<file path="src/rtl/bp_cfg_link_endpoint_if.sv">
// Config-link bus seen by one tile endpoint: cfg request/response channel plus
// the single-outstanding forward port toward core/CCE.
interface bp_cfg_link_endpoint_if #(parameter int data_width_p = 64);
  logic                    cfg_v_i;
  logic                    cfg_ready_o;
  logic                    cfg_w_i;
  logic [31:0]             cfg_addr_i;
  logic [data_width_p-1:0] cfg_data_i;
  logic                    cfg_v_o;
  logic                    cfg_yumi_i;
  logic [data_width_p-1:0] cfg_data_o;
  logic                    cfg_err_o;
  logic                    fwd_v_o;
  logic                    fwd_ready_i;
  logic                    fwd_w_o;
  logic [1:0]              fwd_sel_o;
  logic [11:0]             fwd_idx_o;
  logic [data_width_p-1:0] fwd_data_o;
  logic                    fwd_resp_v_i;
  logic [data_width_p-1:0] fwd_resp_data_i;

  modport slave (
    input  cfg_v_i, cfg_w_i, cfg_addr_i, cfg_data_i, cfg_yumi_i,
           fwd_ready_i, fwd_resp_v_i, fwd_resp_data_i,
    output cfg_ready_o, cfg_v_o, cfg_data_o, cfg_err_o,
           fwd_v_o, fwd_w_o, fwd_sel_o, fwd_idx_o, fwd_data_o
  );

  modport master (
    output cfg_v_i, cfg_w_i, cfg_addr_i, cfg_data_i, cfg_yumi_i,
           fwd_ready_i, fwd_resp_v_i, fwd_resp_data_i,
    input  cfg_ready_o, cfg_v_o, cfg_data_o, cfg_err_o,
           fwd_v_o, fwd_w_o, fwd_sel_o, fwd_idx_o, fwd_data_o
  );
endinterface

</file>
<file path="src/rtl/bp_cfg_link_endpoint.sv">
// Tile config-link slave: local config registers plus forwarding of the
// IRF/FRF/CSR/ucode windows with a bounded wait for the forward response.
module bp_cfg_link_endpoint #(
  parameter logic [31:0] cfg_base_addr_p = 32'h0100_0000,
  parameter int          data_width_p    = 64,
  parameter int          core_id_width_p = 8,
  parameter int          did_width_p     = 3,
  parameter int          cord_width_p    = 8,
  parameter int          ucode_els_p     = 256,
  parameter logic [63:0] npc_reset_p     = 64'h8000_0000,
  parameter int          fwd_timeout_p   = 255
) (
  input  logic                       clk_i,
  input  logic                       reset_n_i,
  bp_cfg_link_endpoint_if.slave      bus,
  output logic                       soft_reset_o,
  output logic                       freeze_o,
  output logic [core_id_width_p-1:0] core_id_o,
  output logic [did_width_p-1:0]     did_o,
  output logic [did_width_p-1:0]     host_did_o,
  output logic [cord_width_p-1:0]    cord_o,
  output logic [1:0]                 icache_mode_o,
  output logic [1:0]                 dcache_mode_o,
  output logic [1:0]                 cce_mode_o,
  output logic [63:0]                npc_o,
  output logic [1:0]                 priv_o
);
  typedef logic [data_width_p-1:0] data_t;
  typedef enum logic [1:0] {IDLE, FWD_REQ, FWD_WAIT, RESP} state_e;

  state_e      state, state_n;
  logic [15:0] off;
  logic        base_ok, loc_hit, fwd_hit, gated, dec_err, accept, timeout;
  logic [1:0]  dec_sel;
  logic [11:0] dec_idx;
  data_t       loc_rdata;

  logic        req_w;
  logic [1:0]  req_sel;
  logic [11:0] req_idx;
  data_t       req_data;
  logic [9:0]  wait_cnt;
  data_t       resp_data;
  logic        resp_err;

  assign off     = bus.cfg_addr_i[15:0];
  assign base_ok = bus.cfg_addr_i[31:16] == cfg_base_addr_p[31:16];
  assign accept  = (state == IDLE) && bus.cfg_v_i;
  assign timeout = wait_cnt == 10'(fwd_timeout_p - 1);

  assign bus.cfg_ready_o = state == IDLE;
  assign bus.cfg_v_o     = state == RESP;
  assign bus.cfg_data_o  = resp_data;
  assign bus.cfg_err_o   = resp_err;
  assign bus.fwd_v_o     = state == FWD_REQ;
  assign bus.fwd_w_o     = req_w;
  assign bus.fwd_sel_o   = req_sel;
  assign bus.fwd_idx_o   = req_idx;
  assign bus.fwd_data_o  = req_data;

  // Address decode; 'gated' marks targets whose writes need the tile frozen.
  always_comb begin
    loc_hit   = 1'b1;
    gated     = 1'b0;
    loc_rdata = '0;
    fwd_hit   = 1'b0;
    dec_sel   = 2'd0;
    dec_idx   = '0;
    case (off)
      16'h0001: loc_rdata = data_t'(soft_reset_o);
      16'h0002: loc_rdata = data_t'(freeze_o);
      16'h0005: loc_rdata = data_t'(core_id_o);
      16'h0006: loc_rdata = data_t'(did_o);
      16'h0007: loc_rdata = data_t'(cord_o);
      16'h0008: loc_rdata = data_t'(host_did_o);
      16'h0022: loc_rdata = data_t'(icache_mode_o);
      16'h0040: begin loc_rdata = data_t'(npc_o);  gated = 1'b1; end
      16'h0043: loc_rdata = data_t'(dcache_mode_o);
      16'h0044: begin loc_rdata = data_t'(priv_o); gated = 1'b1; end
      16'h0081: loc_rdata = data_t'(cce_mode_o);
      default:  loc_hit = 1'b0;
    endcase
    if (off >= 16'h0050 && off <= 16'h006f) begin
      fwd_hit = 1'b1; dec_sel = 2'd0; dec_idx = 12'(off - 16'h0050); gated = 1'b1;
    end else if (off >= 16'h00a0 && off <= 16'h00bf) begin
      fwd_hit = 1'b1; dec_sel = 2'd1; dec_idx = 12'(off - 16'h00a0); gated = 1'b1;
    end else if (off[15:12] == 4'h6) begin
      fwd_hit = 1'b1; dec_sel = 2'd2; dec_idx = off[11:0]; gated = 1'b1;
    end else if ({1'b0, off} >= 17'h0_8000 && {1'b0, off} < 17'(32'h8000 + ucode_els_p)) begin
      fwd_hit = 1'b1; dec_sel = 2'd3; dec_idx = 12'(off - 16'h8000);
    end
    dec_err = !base_ok || !(loc_hit || fwd_hit) || (bus.cfg_w_i && !freeze_o && gated);
  end

  always_ff @(posedge clk_i or negedge reset_n_i) begin
    if (!reset_n_i) state <= IDLE;
    else            state <= state_n;
  end

  always_comb begin
    state_n = state;
    case (state)
      IDLE:     if (accept) state_n = (dec_err || !fwd_hit) ? RESP : FWD_REQ;
      FWD_REQ:  if (bus.fwd_ready_i) state_n = FWD_WAIT;
      FWD_WAIT: if (bus.fwd_resp_v_i || timeout) state_n = RESP;
      RESP:     if (bus.cfg_yumi_i) state_n = IDLE;
      default:  state_n = IDLE;
    endcase
  end

  // Request capture, wait counter and response registers.
  always_ff @(posedge clk_i or negedge reset_n_i) begin
    if (!reset_n_i) begin
      req_w     <= 1'b0;
      req_sel   <= 2'd0;
      req_idx   <= '0;
      req_data  <= '0;
      wait_cnt  <= '0;
      resp_data <= '0;
      resp_err  <= 1'b0;
    end else begin
      case (state)
        IDLE: if (accept) begin
          req_w    <= bus.cfg_w_i;
          req_sel  <= dec_sel;
          req_idx  <= dec_idx;
          req_data <= bus.cfg_data_i;
          if (dec_err) begin
            resp_data <= '0;
            resp_err  <= 1'b1;
          end else if (loc_hit) begin
            resp_data <= bus.cfg_w_i ? '0 : loc_rdata;
            resp_err  <= 1'b0;
          end
        end
        FWD_REQ: if (bus.fwd_ready_i) wait_cnt <= '0;
        FWD_WAIT: begin
          wait_cnt <= wait_cnt + 10'd1;
          // A response landing on the timeout cycle still counts as success.
          if (bus.fwd_resp_v_i) begin
            resp_data <= req_w ? '0 : bus.fwd_resp_data_i;
            resp_err  <= 1'b0;
          end else if (timeout) begin
            resp_data <= '0;
            resp_err  <= 1'b1;
          end
        end
        RESP: if (bus.cfg_yumi_i) begin
          resp_data <= '0;
          resp_err  <= 1'b0;
        end
        default: ;
      endcase
    end
  end

  always_ff @(posedge clk_i or negedge reset_n_i) begin
    if (!reset_n_i) begin
      soft_reset_o  <= 1'b1;
      freeze_o      <= 1'b1;
      core_id_o     <= '0;
      did_o         <= '0;
      host_did_o    <= '0;
      cord_o        <= '0;
      icache_mode_o <= '0;
      dcache_mode_o <= '0;
      cce_mode_o    <= '0;
      npc_o         <= npc_reset_p;
      priv_o        <= 2'd3;
    end else if (accept && !dec_err && loc_hit && bus.cfg_w_i) begin
      case (off)
        16'h0001: soft_reset_o  <= bus.cfg_data_i[0];
        16'h0002: freeze_o      <= bus.cfg_data_i[0];
        16'h0005: core_id_o     <= bus.cfg_data_i[core_id_width_p-1:0];
        16'h0006: did_o         <= bus.cfg_data_i[did_width_p-1:0];
        16'h0007: cord_o        <= bus.cfg_data_i[cord_width_p-1:0];
        16'h0008: host_did_o    <= bus.cfg_data_i[did_width_p-1:0];
        16'h0022: icache_mode_o <= bus.cfg_data_i[1:0];
        16'h0040: npc_o         <= 64'(bus.cfg_data_i);
        16'h0043: dcache_mode_o <= bus.cfg_data_i[1:0];
        16'h0044: priv_o        <= bus.cfg_data_i[1:0];
        16'h0081: cce_mode_o    <= bus.cfg_data_i[1:0];
        default: ;
      endcase
    end
  end
endmodule

</file>
<file path="src/flat_wrapper.sv">
// flat-port wrapper written by rule: the top's interface ports become plain ports
module bp_cfg_link_endpoint_flat 
#(
  parameter logic [31:0] cfg_base_addr_p = 32'h0100_0000,
  parameter int          data_width_p    = 64,
  parameter int          core_id_width_p = 8,
  parameter int          did_width_p     = 3,
  parameter int          cord_width_p    = 8,
  parameter int          ucode_els_p     = 256,
  parameter logic [63:0] npc_reset_p     = 64'h8000_0000,
  parameter int          fwd_timeout_p   = 255
)
  (clk_i, reset_n_i, soft_reset_o, freeze_o, core_id_o, did_o, host_did_o, cord_o, icache_mode_o, dcache_mode_o, cce_mode_o, npc_o, priv_o, bus_cfg_v_i, bus_cfg_w_i, bus_cfg_addr_i, bus_cfg_data_i, bus_cfg_yumi_i, bus_fwd_ready_i, bus_fwd_resp_v_i, bus_fwd_resp_data_i, bus_cfg_ready_o, bus_cfg_v_o, bus_cfg_data_o, bus_cfg_err_o, bus_fwd_v_o, bus_fwd_w_o, bus_fwd_sel_o, bus_fwd_idx_o, bus_fwd_data_o);
  bp_cfg_link_endpoint_if #(.data_width_p(data_width_p)) bus_i ();
  input  logic clk_i;
  input  logic reset_n_i;
  output logic soft_reset_o;
  output logic freeze_o;
  output logic [core_id_width_p-1:0] core_id_o;
  output logic [did_width_p-1:0] did_o;
  output logic [did_width_p-1:0] host_did_o;
  output logic [cord_width_p-1:0] cord_o;
  output logic [1:0] icache_mode_o;
  output logic [1:0] dcache_mode_o;
  output logic [1:0] cce_mode_o;
  output logic [63:0] npc_o;
  output logic [1:0] priv_o;
  input wire logic [$bits(bus_i.cfg_v_i)-1:0] bus_cfg_v_i;
  input wire logic [$bits(bus_i.cfg_w_i)-1:0] bus_cfg_w_i;
  input wire logic [$bits(bus_i.cfg_addr_i)-1:0] bus_cfg_addr_i;
  input wire logic [$bits(bus_i.cfg_data_i)-1:0] bus_cfg_data_i;
  input wire logic [$bits(bus_i.cfg_yumi_i)-1:0] bus_cfg_yumi_i;
  input wire logic [$bits(bus_i.fwd_ready_i)-1:0] bus_fwd_ready_i;
  input wire logic [$bits(bus_i.fwd_resp_v_i)-1:0] bus_fwd_resp_v_i;
  input wire logic [$bits(bus_i.fwd_resp_data_i)-1:0] bus_fwd_resp_data_i;
  output wire logic [$bits(bus_i.cfg_ready_o)-1:0] bus_cfg_ready_o;
  output wire logic [$bits(bus_i.cfg_v_o)-1:0] bus_cfg_v_o;
  output wire logic [$bits(bus_i.cfg_data_o)-1:0] bus_cfg_data_o;
  output wire logic [$bits(bus_i.cfg_err_o)-1:0] bus_cfg_err_o;
  output wire logic [$bits(bus_i.fwd_v_o)-1:0] bus_fwd_v_o;
  output wire logic [$bits(bus_i.fwd_w_o)-1:0] bus_fwd_w_o;
  output wire logic [$bits(bus_i.fwd_sel_o)-1:0] bus_fwd_sel_o;
  output wire logic [$bits(bus_i.fwd_idx_o)-1:0] bus_fwd_idx_o;
  output wire logic [$bits(bus_i.fwd_data_o)-1:0] bus_fwd_data_o;
  assign bus_i.cfg_v_i = bus_cfg_v_i;
  assign bus_i.cfg_w_i = bus_cfg_w_i;
  assign bus_i.cfg_addr_i = bus_cfg_addr_i;
  assign bus_i.cfg_data_i = bus_cfg_data_i;
  assign bus_i.cfg_yumi_i = bus_cfg_yumi_i;
  assign bus_i.fwd_ready_i = bus_fwd_ready_i;
  assign bus_i.fwd_resp_v_i = bus_fwd_resp_v_i;
  assign bus_i.fwd_resp_data_i = bus_fwd_resp_data_i;
  assign bus_cfg_ready_o = bus_i.cfg_ready_o;
  assign bus_cfg_v_o = bus_i.cfg_v_o;
  assign bus_cfg_data_o = bus_i.cfg_data_o;
  assign bus_cfg_err_o = bus_i.cfg_err_o;
  assign bus_fwd_v_o = bus_i.fwd_v_o;
  assign bus_fwd_w_o = bus_i.fwd_w_o;
  assign bus_fwd_sel_o = bus_i.fwd_sel_o;
  assign bus_fwd_idx_o = bus_i.fwd_idx_o;
  assign bus_fwd_data_o = bus_i.fwd_data_o;
  bp_cfg_link_endpoint #(.cfg_base_addr_p(cfg_base_addr_p), .data_width_p(data_width_p), .core_id_width_p(core_id_width_p), .did_width_p(did_width_p), .cord_width_p(cord_width_p), .ucode_els_p(ucode_els_p), .npc_reset_p(npc_reset_p), .fwd_timeout_p(fwd_timeout_p)) u_core (.clk_i(clk_i), .reset_n_i(reset_n_i), .bus(bus_i), .soft_reset_o(soft_reset_o), .freeze_o(freeze_o), .core_id_o(core_id_o), .did_o(did_o), .host_did_o(host_did_o), .cord_o(cord_o), .icache_mode_o(icache_mode_o), .dcache_mode_o(dcache_mode_o), .cce_mode_o(cce_mode_o), .npc_o(npc_o), .priv_o(priv_o));
endmodule
</file>
<file path="config.mk">
export PLATFORM = sky130hd
export DESIGN_NAME = bp_cfg_link_endpoint_flat
export DESIGN_NICKNAME = d
export VERILOG_FILES = /design/src/rtl/bp_cfg_link_endpoint_if.sv /design/src/rtl/bp_cfg_link_endpoint.sv /design/src/flat_wrapper.sv
export SDC_FILE = /design/constraint.sdc
export NUM_CORES = 1
export LEC_CHECK = 0
export ABC_CLOCK_PERIOD_IN_PS = 2700
export BUFFER_PORTS_ARGS = -buffer_cell sky130_fd_sc_hd__buf_2
export CORE_MARGIN = 5
export CORE_UTILIZATION = 46
export DETAILED_ROUTE_END_ITERATION = 12
export PLACE_DENSITY = 0.87
export SLEW_MARGIN = 10
export SYNTH_ARGS = -nofsm -noshare
export SYNTH_HDL_FRONTEND = slang
export SYNTH_SLANG_ARGS = --single-unit
</file>
<file path="constraint.sdc">
create_clock -name clk_i -period 2.7 [get_ports clk_i]
set_clock_uncertainty 0.15 [all_clocks]
set_input_delay 0 -clock clk_i [delete_from_list [all_inputs] [get_ports clk_i]]
set_output_delay 0 -clock clk_i [all_outputs]
set_load 0.02 [all_outputs]
</file>
# ---- Yosys cells after proc, flatten, opt, wreduce, memory -nomap -nowiden
# Cells that the tools add are included.
dict set report op_classes {
  order_cmp 6
  add_sub_neg 4
  n_eq_ne 23
  reduce_logical 39
  muxes 42
}
# operator n
set ops {}
lappend ops {{$pmux W64 S11} 1}
lappend ops {{$mux W64} 8}
lappend ops {{$pmux W64 S3} 1}
lappend ops {{$eq A16 B3 Y1 const B} 3}
lappend ops {{$eq A16 B7 Y1 const B} 3}
lappend ops {{$mux W12} 4}
lappend ops {{$reduce_and A2 Y1} 13}
lappend ops {{$pmux W10 S2} 1}
lappend ops {{$mux W2} 9}
lappend ops {{$eq A16 B1 Y1 const B} 1}
lappend ops {{$eq A16 B2 Y1 const B} 1}
lappend ops {{$eq A16 B4 Y1 const B} 1}
lappend ops {{$eq A16 B6 Y1 const B} 1}
lappend ops {{$eq A16 B8 Y1 const B} 1}
lappend ops {{$eq A16 B9 Y1 const B} 1}
lappend ops {{$ge A16 B16 Y1 const B} 1}
lappend ops {{$ge A16 B7 Y1 const B} 1}
lappend ops {{$ge A16 B8 Y1 const B} 1}
lappend ops {{$le A16 B7 Y1 const B} 1}
lappend ops {{$le A16 B8 Y1 const B} 1}
lappend ops {{$lt A16 B16 Y1 const B} 1}
lappend ops {{$mux W1} 15}
lappend ops {{$sub A12 B1 Y12 const B} 1}
lappend ops {{$sub A12 B7 Y12 const B} 1}
lappend ops {{other kinds (23)} 42}
dict set report totals {
  register_bits 252
  word_cells 133
  out_inout_bits 243
  inputBits 167
}

# ---- Logic depth before layout (Yosys ltp)
# Gate-level depths: netlist of run 1.
dict set report logic_depth {
  ltp_word 15
  depth_mapped 11
  ltp_nobuf 9
}

# ---- Least setup slack after synthesis of run 1
# Ideal clock, no wire load.
dict set report synth_path {
  path_type {flip-flop to flip-flop}
  startpoint {register u_core.state[0]}
  endpoint {register u_core.npc_o[10]}
  setup_time_ns 0.125
  arrival_time_ns 2.492
  path_slack_ns -0.067
  required_ns 2.425
  stages_incl_launch_ff 11
  path_buffers 3
  synth_period_minus_slack_ns 2.767
  cell_sequence {dfrtp_1 inv_1 ha_1 and2_1 clkbuf_1 nand2_1 or3_1 buf_4 nor2_4 buf_6 mux2_2}
}
dict set report synth_between {
  elab_chain_cells 6
}
# element line
set synth_lines {}
lappend synth_lines {{from (decl)} bp_cfg_link_endpoint.sv:31} ;# state_e state, state_n;
lappend synth_lines {{from (signal assigned)} bp_cfg_link_endpoint.sv:97} ;# else state <= state_n;
lappend synth_lines {{$logic_not A2 Y1} n/a}
lappend synth_lines {{net bus_cfg_ready_o} flat_wrapper.sv:36} ;# output wire logic [$bits(bus_i.cfg_ready_o)-1:0] bus_cfg_ready_o;
lappend synth_lines {{$logic_and A1 B1 Y1} bp_cfg_link_endpoint.sv:48} ;# assign accept = (state == IDLE) && bus.cfg_v_i;
lappend synth_lines {{$logic_and A1 B1 Y1 (3 in a row)} bp_cfg_link_endpoint.sv:170} ;# end else if (accept && !dec_err && loc_hit && bus.cfg_w_i) begin
lappend synth_lines {{$reduce_and A2 Y1 (no line)} n/a}
lappend synth_lines {{to (signal assigned)} bp_cfg_link_endpoint.sv:168} ;# npc_o <= npc_reset_p;
lappend synth_lines {{to (signal assigned)} bp_cfg_link_endpoint.sv:179} ;# 16'h0040: npc_o <= 64'(bus.cfg_data_i);
lappend synth_lines {{to (decl)} bp_cfg_link_endpoint.sv:25} ;# output logic [63:0] npc_o,
# The timed path passes the listed nets, and every way through them passes these cells.
# A chain may end at the register's enable or synchronous reset.

# ---- Worst setup path after layout of run 1
dict set report layout_path {
  startpoint {input bus_cfg_addr_i[9]}
  endpoint {register u_core.resp_data[9], in the netlist u_core.bus.cfg_data_o[9]}
}
dict set report layout_between {
  elab_chain_cells 13
  word_cells_on_any_way 44
  cone_classes {order compare (6); eq/ne (12); mux (15); reduce/logical (11)}
}
# element line
set layout_lines {}
lappend layout_lines {{from (decl)} flat_wrapper.sv:30} ;# input wire logic [$bits(bus_i.cfg_addr_i)-1:0] bus_cfg_addr_i;
lappend layout_lines {{$ge A16 B16 Y1 or $lt A16 B16 Y1 (tied branches)} bp_cfg_link_endpoint.sv:89} ;# end else if ({1'b0, off} >= 17'h0_8000 && {1'b0, off} < 17'(32'h8000 + ucode_els_p)) begin
lappend layout_lines {{$logic_and A1 B1 Y1} bp_cfg_link_endpoint.sv:89}
lappend layout_lines {{$mux W1} bp_cfg_link_endpoint.sv:89}
lappend layout_lines {{$mux W1} bp_cfg_link_endpoint.sv:87} ;# end else if (off[15:12] == 4'h6) begin
lappend layout_lines {{$mux W1} bp_cfg_link_endpoint.sv:85} ;# end else if (off >= 16'h00a0 && off <= 16'h00bf) begin
lappend layout_lines {{$mux W1} bp_cfg_link_endpoint.sv:83} ;# if (off >= 16'h0050 && off <= 16'h006f) begin
lappend layout_lines {{$logic_or A1 B1 Y1} bp_cfg_link_endpoint.sv:92} ;# dec_err = !base_ok || !(loc_hit || fwd_hit) || (bus.cfg_w_i && !freeze_o && gated);
lappend layout_lines {{$logic_not A1 Y1} bp_cfg_link_endpoint.sv:92}
lappend layout_lines {{$logic_or A1 B1 Y1 (2 in a row)} bp_cfg_link_endpoint.sv:92}
lappend layout_lines {{$mux W64} bp_cfg_link_endpoint.sv:128} ;# if (dec_err) begin
lappend layout_lines {{$mux W64} bp_cfg_link_endpoint.sv:123} ;# IDLE: if (accept) begin
lappend layout_lines {{$pmux W64 S3} bp_cfg_link_endpoint.sv:122} ;# case (state)
lappend layout_lines {{to (signal assigned)} bp_cfg_link_endpoint.sv:132} ;# resp_data <= bus.cfg_w_i ? '0 : loc_rdata;
lappend layout_lines {{to (signal assigned)} bp_cfg_link_endpoint.sv:141} ;# resp_data <= req_w ? '0 : bus.fwd_resp_data_i;
lappend layout_lines {{to (decl)} bp_cfg_link_endpoint.sv:43} ;# data_t resp_data;
# Several ways; a longest one is shown, not always the timed one. The select of a mux whose other input is x is not followed.

==> results of run 1 <==
-- metal layers --
layer	track usage (%)	up-vias	part of all wire, %
met3	6.965	256	9.6
met2	51.25	864	49
met5	0	-	0
met1	34.08	5560	34
met4	15.33	0	6.7
li1	-	4776	-
-- cell families after synthesis --
kind of cell    after synthesis  share of synthesized area (%)
buf+inv                      65                          3.104
flops                       252                          54.18
simple gates                362                          13.73
compound gates              140                          9.321
xor+xnor                      7                         0.5262
mux                         165                          17.53
fa+ha+maj                    15                          1.611
-- worst max-delay path, stage by stage --
cell           delay, ns
dlygate4sd3_1       0.58
buf_2               0.17
nor3_4              0.23
buf_4               0.18
and3_4              0.20
nand3b_1            0.16
nor2b_4             0.19
a211o_4             0.34
o21ai_4             0.17
buf_12              0.14
clkbuf_16           0.18
buf_12              0.15
mux2_4              0.30
-- cells in the mapped netlist, types with 2 or more instances --
library cell,count
a211oi_1,3
or3_1,5
o21ai_0,22
and2_1,9
buf_6,7
mux2_2,112
o31ai_1,2
a2bb2oi_1,2
nor3b_1,4
o22ai_1,2
o211ai_1,4
mux2_1,4
dfrtp_1,247
dfstp_2,5
nor3_1,10
a22o_1,62
clkbuf_1,35
a31oi_1,6
nor2b_1,7
xnor2_1,3
nand3_1,10
nand3b_1,2
nor4_1,7
xor2_1,4
a21oi_1,13
buf_8,5
buf_2,4
o21a_1,2
a221oi_1,3
a22oi_1,7
nor4b_1,2
or4_1,3
nand2_1,241
nor2_1,36
inv_1,12
ha_1,15
or2_2,3
nand2b_1,4
a221o_1,3
and3_1,4
mux2_4,49
nor2_2,2
nand4_1,6
-- per-stage QoR --
stage               instances  setup slack, ns   TNS [ns]
floorplan                1006          0.02696          0
global route             1979         -0.02261    -0.3458
detailed placement       1744         -0.06587     -3.571
global placement         1744        -0.003130  -0.005947
finish                   1980        -0.008964   -0.05580
CTS                      1964          0.01887          0
-- sequential cells by signal, summed over array words and instances (netlist names), 2 cells and up --
signal	flops
u_core.host_did_o	3
u_core.bus.fwd_idx_o	12
u_core.bus.fwd_sel_o	2
u_core.icache_mode_o	2
u_core.bus.fwd_data_o	64
u_core.state	2
u_core.bus.cfg_data_o	64
u_core.did_o	3
u_core.core_id_o	8
u_core.priv_o	2
u_core.cce_mode_o	2
u_core.dcache_mode_o	2
u_core.npc_o	64
u_core.wait_cnt	10
u_core.cord_o	8
-- layout by cell type (no fill, tap or decap), types with 5 or more instances in the layout --
cell type	count
inv_1	11
mux2_4	49
a31oi_1	6
and2_1	8
ha_1	14
buf_2	406
dfrtp_1	247
nor3_1	9
clkinv_2	5
buf_12	13
nand3_1	10
or3_1	5
buf_4	49
dlygate4sd3_1	168
nand4_1	6
dfstp_2	5
clkbuf_1	8
nor2_1	34
a21oi_1	12
a22oi_1	7
mux2_2	112
o21ai_0	22
a22o_1	62
clkbuf_16	31
nand2_1	239
nor2b_1	7
-- worst max path at each step --
stage                                              start                                     to  slack (ns)  cells after the start
after floorplan              u_core.state[0]$_DFFE_PN0P_           u_core.npc_o[10]$_DFFE_PN0P_        0.03                     10
after global placement                 bus_cfg_addr_i[0]  u_core.bus.cfg_data_o[58]$_DFFE_PN0P_      -0.003                     10
after detailed placement               bus_cfg_addr_i[5]  u_core.bus.cfg_data_o[56]$_DFFE_PN0P_       -0.07                     11
after CTS                              bus_cfg_addr_i[3]  u_core.bus.cfg_data_o[54]$_DFFE_PN0P_        0.02                     11
after global routing      u_core.wait_cnt[0]$_DFFE_PN0P_            u_core.state[1]$_DFFE_PN0P_       -0.02                      9
final                                  bus_cfg_addr_i[9]   u_core.bus.cfg_data_o[9]$_DFFE_PN0P_      -0.009                     13
-- timing repair --
action                     4_1_cts  5_1_grt
hold buffers                   171        1
setup endpoints to repair        0      142
hold endpoints to repair       502        1
resized for setup                0       26
buffers inserted                 0       12
-- area by class of cell --
class | instances | area, µm²
Multi-Input combinational cell | 689 | 5112
Inverter | 12 | 45.04
Timing Repair Buffer | 646 | 4548
Fill cell | 1586 | 7752
Clock buffer | 39 | 760.7
Sequential cell | 252 | 6312
Antenna cell | 2 | 5.005
Clock inverter | 10 | 87.58
Tap cell | 330 | 412.9
-- power breakdown --
| group | internal, W | switching, W | total [W] | leakage [nW] |
|---|---|---|---|---|
| logic | 0.00271 | 0.00368 | 0.00639 | 5.44 |
| registers | 0.00466 | 0.000615 | 0.00528 | 3.37 |
| clock network | 0.00205 | 0.00156 | 0.00361 | 0.414 |
| total | 0.00942 | 0.00586 | 0.0153 | 9.22 |
==> qor.txt, run 1 <==
Status: complete, but fails checks
Failing checks: setup timing
Inserted Clock Buffers: 27
Synthesis-to-layout area growth: 48.35%
Synth area leader: dfrtp_1
Reg2Reg Setup Slack: 0.06 ns
Global-route wire length before repair: 67.70 mm
Reg-to-reg startpoint: u_core.wait_cnt[0]$_DFFE_PN0P_
Max clock buf depth: 3
Antenna violations before repair: 1
R2R cell count: 9
Yosys top cell area share: 53.05%
Final core occ: 69.04%
WHS Path Cells: 6
Remaining antenna violation count after routing: 0
Final cycle utilization of the critical path: 100.3%
Largest net degree at the start of global routing: 95
Async SR Flop Fraction: 100.0%
Placer Congestion: 0.9159
Kind of path behind the tightest hold check: input port to register
IO Pins: 410
Max Fclk: 369.1 MHz
Skew-Pair Late Insertion Delay: 0.53 ns
Crit start category: input port
Unique masters post-synth: 61
Nets: 1810
PnR Total Power: 0.01528 W
Synth Cell Area: 0.01165 mm²
Die W: 169.2 µm
Worst slew margin: 50.66%
Clock slew at reported path FFs: 0.06 ns
Final number of hold-violating endpoints: 0
First-pass DRT Iterations: 6
Top post-synthesis cells by area: dfrtp_1 (53%), mux2_2 (11%), nand2_1 (7.8%), mux2_4 (6.3%), a22o_1 (4.7%)
Required time of the critical path: 2.97 ns
Vias: 11456
Sequential share of the synthesized area: 54.18%
Final Setup Violations: 12
# rows: 58
FF-to-FF End: u_core.state[1]$_DFFE_PN0P_
CP Max Fanout: 9
CP arrival: 2.98 ns
Area of placed instances: 0.01436 mm²
IO buf count: 409
Clock sink count: 252
Fin crit period: 2.709 ns
Total routed wirelength: 46.01 mm
Remaining Overflow, GRT: 0
Power density over cell area: 884.3 mW/mm²
DRC viols: 0
H-Tree Depth: 1
Post-synth EDFFs: 0
Leakage power: 9.221 nW
Number of max-cap violations: 0
CTS root buffer: clkbuf_16
Final instance area: 0.01728 mm²
VDD IR max: 0.0006120 V
Initial DRC count: 1254
Full die area: 0.02861 mm²
Hold Path End: u_core.freeze_o$_DFFE_PN1P_
Fin worst setup slack: -0.008964 ns
Yosys warnings: 0
Vias per cell: 5.786
Worst hold slack: 0.07208 ns
Initial Util: 46.54%
Wire per inst: 23.24 µm
Synthesized instance count: 1006
Total GRT Usage: 29.53%
Syn nets: 1188
Worst Hold Launch: bus_cfg_addr_i[18]
Critical path class: input port to register
Hpwl dp: 26.79 mm
Die span in y: 169.2 µm
Max-slew violations: 0
Worst slew pin tran: 0.7402 ns
Core area: 0.02504 mm²
Dominant synthesized flop cell: dfrtp_1
TritonCTS clock tree: built
Vias in the first global route: 11915
FF+latch count, synth: 252
Synthesized area per cell: 11.58 µm²
Share of cells above drive strength 1: 43.39%
Setup crit end kind: register
No activity file was read; power rests on OpenSTA's default activity.
==> inputs of run 2 (changes only) <==
--- a/config.mk
+++ b/config.mk
@@ -7,10 +7,12 @@
 export LEC_CHECK = 0
 export ABC_CLOCK_PERIOD_IN_PS = 2700
 export BUFFER_PORTS_ARGS = -buffer_cell sky130_fd_sc_hd__buf_2
+export CELL_PAD_IN_SITES_DETAIL_PLACEMENT = 1
+export CELL_PAD_IN_SITES_GLOBAL_PLACEMENT = 1
 export CORE_MARGIN = 5
-export CORE_UTILIZATION = 46
+export CORE_UTILIZATION = 35
 export DETAILED_ROUTE_END_ITERATION = 12
-export PLACE_DENSITY = 0.87
+export PLACE_DENSITY = 0.86
 export SLEW_MARGIN = 10
 export SYNTH_ARGS = -nofsm -noshare
 export SYNTH_HDL_FRONTEND = slang
==> run 2 against run 1 <==
Clock power is 20% higher. The flow still finishes with violations (setup timing). Die area is 29% higher. Cell count is 6.9% higher. Maximum frequency is 0.41% lower. Sequential share of layout area is 0.89 points lower. Register-to-register slack better by 0.03 ns. Routed wire length is 20% higher. Via count is 0.33% lower. Worst hold slack worse by 0.014 ns. Global-route usage is 1.3 points lower.
==> qor.txt, run 2 (synthesized netlist as in run 1, its figures left out) <==
Share of cells above drive strength 1: 44.19% (+0.81 points)
Nets: 1829 (+1.0%)
Total routed wirelength: 55.40 mm (+20%)
Remaining Overflow, GRT: 0 (unchanged)
Vias: 11418 (-0.33%)
WHS Path Cells: 4 (-2)
Antenna violations before repair: 4 (+3)
Wire per inst: 26.18 µm (+13%)
Full die area: 0.03704 mm² (+29%)
DP Cell Count: 1873 (+7.4%)
Power density over cell area: 923.9 mW/mm² (+4.5%)
Crit start category: input port
Setup tns final: -0.07566 ns (-0.01985 ns)
IO buf count: 409 (unchanged)
Total GRT Usage: 28.18% (-1.3 points)
Number of max-cap violations: 0 (unchanged)
Required time of the critical path: 2.98 ns (about the same)
Vias in the first global route: 13040 (+9.4%)
Worst slew margin: 53.89% (+3.2 points)
Max Fclk: 367.6 MHz (-0.41%)
PnR Total Power: 0.01637 W (+7.1%)
First-pass DRT Iterations: 5 (-1)
Worst hold slack: 0.05846 ns (-0.01362 ns)
Failing checks: setup timing
Die W: 192.5 µm (+14%)
Worst slew pin tran: 0.6916 ns (-0.04854 ns)
Reg-to-reg startpoint: u_core.state[1]$_DFFE_PN0P_
CTS root buffer: clkbuf_16
IO Pins: 410 (unchanged)
Max-slew violations: 0 (unchanged)
Worst Hold Launch: bus_cfg_data_i[51]
Reg2Reg Setup Slack: 0.09 ns (+0.03 ns)
Largest net degree at the start of global routing: 80 (-16%)
Initial DRC count: 643 (-49%)
Final-layout fill cell count: 3531 (+120%)
FF-to-FF End: u_core.state[1]$_DFFE_PN0P_
Final number of hold-violating endpoints: 0 (unchanged)
Fin crit period: 2.720 ns (+0.01125 ns)
Hold Path End: u_core.bus.fwd_data_o[51]$_DFFE_PN0P_
Fin worst setup slack: -0.02022 ns (-0.01125 ns)
Placer Congestion: 0.9195 (+0.39%)
Initial Util: 35.63% (-11 points)
Core area: 0.03270 mm² (+31%)
Final Setup Violations: 10 (-2)
TritonCTS clock tree: built
Synthesis-to-layout area growth: 52.05%
Inserted Clock Buffers: 29 (+7.4%)
# rows: 66 (+14%)
Fin cells: 2116 (+6.9%)
Hpwl dp: 32.59 mm (+22%)
DRC viols: 0 (unchanged)
H-Tree Depth: 1 (unchanged)
Final cycle utilization of the critical path: 100.7% (+0.42 points)
VDD IR max: 0.0005211 V (-15%)
Remaining antenna violation count after routing: 0 (unchanged)
Setup crit end kind: register
CP Max Fanout: 7 (-2)
Clock sink count: 252 (unchanged)
Clock slew at reported path FFs: 0.06 ns (about the same)
Commonest cells after routing, fill and taps aside: buf_2 (407), dfrtp_1 (247), nand2_1 (240), dlygate4sd3_1 (172), mux2_2 (111)
Global-route wire length before repair: 80.33 mm (+19%)
Skew-Pair Late Insertion Delay: 0.56 ns (+0.03 ns)
Most common cell after layout, fill and taps aside: buf_2
Status: complete, but fails checks
Die span in y: 192.5 µm (+14%)
Max clock buf depth: 3 (unchanged)
Kind of path behind the tightest hold check: input port to register
CP arrival: 3.00 ns (+0.02 ns)
Critical path class: input port to register
Vias per cell: 5.396 (-6.7%)
R2R cell count: 9 (unchanged)
Leakage power: 9.387 nW (+1.8%)
==> run 2: changes by cell type in the layout (fill, tap and decap cells not counted), sizes merged <==
cell,delta
dlymetal6s4s,-1
buf,+14
clkinv,-1
bufinv,+3
diode,+2
clkbuf,+4
dlygate4sd3,+4
clkinvlp,-1
==> run 2: layer usage <==
layer	global-route usage, %	routed length (µm)
met2	49.47	27640
met4	15.83	3520
met5	0	0
met1	31.51	19780
met3	6.422	4447
==> run 2: how the worst max path moves through the flow <==
stage / startpoint / to / slack [ns] / cells after the start
3_5_place_dp: bus_cfg_addr_i[0] / u_core.bus.cfg_data_o[16]$_DFFE_PN0P_ / -0.12 / 11
2_1_floorplan: u_core.state[0]$_DFFE_PN0P_ / u_core.npc_o[10]$_DFFE_PN0P_ / 0.03 / 10
3_3_place_gp: bus_cfg_addr_i[0] / u_core.bus.cfg_data_o[14]$_DFFE_PN0P_ / -0.06 / 11
6_report: bus_cfg_addr_i[9] / u_core.bus.cfg_data_o[52]$_DFFE_PN0P_ / -0.02 / 11
5_1_grt: bus_cfg_addr_i[9] / u_core.bus.fwd_idx_o[10]$_DFFE_PN0P_ / -0.05 / 11
4_1_cts: bus_cfg_addr_i[17] / u_core.icache_mode_o[1]$_DFFE_PN0P_ / 0.02 / 8
==> run 2: worst max-delay path, stage by stage <==
cell	delay, ns
dlygate4sd3_1	0.54
buf_2	0.16
nor3_4	0.25
nand3b_1	0.20
o41ai_4	0.43
nor2b_4	0.08
a211o_4	0.34
o21ai_4	0.27
clkbuf_16	0.24
buf_4	0.16
mux2_4	0.32
==> run 2: metrics by stage <==
stage,utilization [%],setup slack (ns),cell area [µm²]
after floorplan,-,0.02696,11650
after global placement,44.79,-0.06205,14650
after detailed placement,44.79,-0.1224,14650
after CTS,53.33,0.01898,17440
after global routing,54.17,-0.05085,17720
final,54.17,-0.02022,17720
==> run 2: power breakdown <==
part | switching (W) | total, W | internal, W
clock | 0.00171 | 0.00433 | 0.00262
combinational | 0.00395 | 0.00670 | 0.00275
sequential | 0.000667 | 0.00533 | 0.00466
total | 0.00633 | 0.0164 | 0.0100
==> run 2: timing repair <==
| action | 4_1_cts | 5_1_grt |
|---|---|---|
| endpoints found under the setup margin | 0 | 85 |
| buffers inserted | 0 | 9 |
| hold endpoints to repair | 499 | 1 |
| gates resized for setup | 0 | 29 |
| hold buffers | 175 | 1 |
==> run 2: final cells by class <==
class,instances,area [µm²],share of cell area (%)
tap,442,553.0,3.122
inverter,12,45.04,0.2543
timing repair buffer,663,4644,26.22
clock inverter,11,161.4,0.9111
antenna,4,10.01,0.05650
clock buffer,43,878.3,4.958
sequential,252,6312,35.63
multi-input combinational,689,5111,28.85
==> inputs of run 3 (changes only) <==
--- a/config.mk
+++ b/config.mk
@@ -6,7 +6,7 @@
 export NUM_CORES = 1
 export LEC_CHECK = 0
 export ABC_CLOCK_PERIOD_IN_PS = 2700
-export BUFFER_PORTS_ARGS = -buffer_cell sky130_fd_sc_hd__buf_2
+export BUFFER_PORTS_ARGS = -buffer_cell sky130_fd_sc_hd__buf_4
 export CELL_PAD_IN_SITES_DETAIL_PLACEMENT = 1
 export CELL_PAD_IN_SITES_GLOBAL_PLACEMENT = 1
 export CORE_MARGIN = 5
==> run 3 against run 2 <==
The run still ends with setup timing left. Register-to-register slack got worse by 0.02 ns. Count of clock-buffer cells in the layout is 2 lower. First-iteration DRC count is 24% higher. Maximum frequency down 2.7%. Worst setup slack worse by 0.076 ns. Critical path type unchanged. Highest routed layer unchanged.
==> qor.txt, run 3 (synthesized netlist as in run 1, its figures left out) <==
Status: complete, but fails checks
Failing checks: setup timing
IO buf count: 409 (unchanged)
Die W: 192.5 µm (unchanged)
Logic pwr share: 41.7% (+0.8 points)
CP Max Fanout: 13 (+6)
Setup crit end kind: register
Vias per cell: 5.472 (+1.4%)
Antenna violations before repair: 3 (-1)
Vias: 11524 (+0.93%)
Cell-internal power: 0.01021 W (+1.7%)
First-pass DRT Iterations: 5 (unchanged)
Die span in y: 192.5 µm (unchanged)
CP arrival: 3.09 ns (+0.09 ns)
CP delay by family, top: buffers and inverters
Leakage power: 9.481 nW (+1.0%)
VDD IR max: 0.0005760 V (+11%)
Number of max-cap violations: 0 (unchanged)
Inserted Clock Buffers: 30 (+3.4%)
Final cycle utilization of the critical path: 103.6% (+2.8 points)
RSZ-0062 raised after global routing: yes
Hpwl dp: 33.35 mm (+2.3%)
Sequential power share: 32.5% (about the same)
Clock sink count: 252 (unchanged)
CTS root buffer: clkbuf_16
H-Tree Depth: 1 (unchanged)
Crit start category: input port
Remaining antenna violation count after routing: 0 (unchanged)
Final core occ: 56.92% (+2.7 points)
TritonCTS clock tree: built
Wire per inst: 27.47 µm (+4.9%)
Worst slew margin: 51.81% (-2.1 points)
Nets: 1820 (-0.49%)
Most common cell after layout, fill and taps aside: buf_4
CP peak stage delay: 0.58 ns (+0.04 ns)
Total routed wirelength: 57.85 mm (+4.4%)
Placer Congestion: 0.8789 (-4.4%)
Max-slew violations: 0 (unchanged)
Switching share of total power: 38.39% (-0.27 points)
Power density over cell area: 890.2 mW/mm² (-3.6%)
Largest net degree at the start of global routing: 82 (+2.5%)
Crit-path cells: dlygate4sd3_1, buf_4, buf_4, clkinvlp_4, buf_4, a21oi_1, a2111oi_1, a211oi_2, nand2_1, o21ai_4, buf_12, buf_12, mux2_4
Final number of hold-violating endpoints: 0 (unchanged)
Net Sw Power: 0.006361 W (+0.52%)
Max Fclk: 357.7 MHz (-2.7%)
IO Pins: 410 (unchanged)
Max clock buf depth: 3 (unchanged)
Worst slew pin tran: 0.7228 ns (+0.03122 ns)
Required time of the critical path: 3.00 ns (+0.02 ns)
Share of cells above drive strength 1: 44.31% (+0.12 points)
Fin worst setup slack: -0.09594 ns (-0.07573 ns)
Crit-path slowest cell: dlygate4sd3_1
Commonest cells after routing, fill and taps aside: buf_4 (465), dfrtp_1 (247), nand2_1 (239), dlygate4sd3_1 (166), mux2_2 (111)
Clk pwr share: 25.9% (-0.6 points)
Vias in the first global route: 12968 (-0.55%)
Skew-Pair Late Insertion Delay: 0.56 ns (about the same)
Full die area: 0.03704 mm² (unchanged)
Final Setup Violations: 54 (+44)
# rows: 66 (unchanged)
Total GRT Usage: 29.01% (+0.83 points)
WP buf/inv: 7 (+3)
Remaining Overflow, GRT: 0 (unchanged)
Initial DRC count: 799 (+24%)
DP Worst Slack: -0.08761 ns (+0.03479 ns)
Global-route wire length before repair: 82.01 mm (+2.1%)
Core area: 0.03270 mm² (unchanged)
Clock slew at reported path FFs: 0.07 ns (about the same)
Critical path class: input port to register
Initial Util: 35.63% (unchanged)
Most used cell, CP: buf_4
Synthesis-to-layout area growth: 59.75%
Fin crit period: 2.796 ns (+0.07573 ns)
DRC viols: 0 (unchanged)
Kind of path behind the tightest hold check: input port to register
run 3: cell count changes in the layout (fill, tap and decap cells not counted), sizes merged:
cell	previous run	this run
clkinvlp	1	3
diode	4	3
buf	486	483
inv	13	12
dlygate4sd3	172	166
bufinv	4	3
clkinv	5	8
clkbuf	47	44
run 3: final cells by class:
class | instances | area [µm²]
Clock inverter | 14 | 171.4
Clock buffer | 41 | 862.1
Multi-Input combinational cell | 689 | 5077
Sequential cell | 252 | 6312
Timing Repair Buffer | 653 | 5580
Inverter | 12 | 48.80
Fill cell | 3459 | 14090
Tap cell | 442 | 553.0
Antenna cell | 3 | 7.507
run 3: power by group through the flow:
stage               registers [W]  clock network (W)  logic (W)
global placement          0.00524                  0    0.00587
finish                    0.00538            0.00429    0.00690
global route              0.00545            0.00450    0.00720
detailed placement        0.00532                  0    0.00615
floorplan                 0.00622                  0    0.00235
CTS                       0.00527            0.00426    0.00655
run 3: through the flow:
step	power, W	cell area, µm²	std cells	TNS, ns	hold slack (ns)
6_report	0.01657	18610	2106	-1.886	0.03974
3_5_place_dp	0.01147	15670	1872	-3.798	-0.09426
2_1_floorplan	0.008565	11650	1006	0	-0.4456
3_3_place_gp	0.01111	15670	1872	0	-0.09486
5_1_grt	0.01715	18610	2106	-3.259	0.04010
4_1_cts	0.01608	18390	2095	0	0.0008195
run 3: path summary, 6_finish.rpt:
check	startpoint	endpoint	slack [ns]	depth (start not counted)
worst max-delay path	bus_cfg_addr_i[7]	u_core.bus.cfg_data_o[26]$_DFFE_PN0P_	-0.1	13
worst min-delay path	bus_cfg_addr_i[19]	u_core.bus.cfg_err_o$_DFFE_PN0P_	0.04	6
worst max register to register	u_core.wait_cnt[0]$_DFFE_PN0P_	u_core.state[1]$_DFFE_PN0P_	0.07	9
worst min register to register	u_core.bus.fwd_data_o[10]$_DFFE_PN0P_	u_core.bus.fwd_data_o[10]$_DFFE_PN0P_	0.33	2
max in group asynchronous	reset_n_i	u_core.state[0]$_DFFE_PN0P_	0.95	4
min in group asynchronous	reset_n_i	u_core.bus.fwd_data_o[5]$_DFFE_PN0P_	0.42	3
run 3: worst reg2reg max path, cell delays in order (launching register included):
cell	delay, ns
dfrtp_1	0.44
inv_1	0.09
ha_1	0.16
nor3b_2	0.20
nand2_1	0.10
o21ai_1	0.17
nand2b_1	0.09
dlygate4sd3_1	0.58
nor2_2	0.18
mux2_2	0.35
run 3: what timing repair did:
item                                   CTS  global route
setup buffers                            0             6
setup endpoints to repair                0           159
endpoints found under the hold margin  469             0
hold buffers                           168             0
resized for setup                        0            24
run 3: routing by layer:
layer  wire [µm]  track usage, %  vias up
li1            -               -     4777
met1       20500           31.20     5849
met2       29150           52.44      666
met3        4356           7.073      232
met4        3851           15.44        0
met5           0               0        -
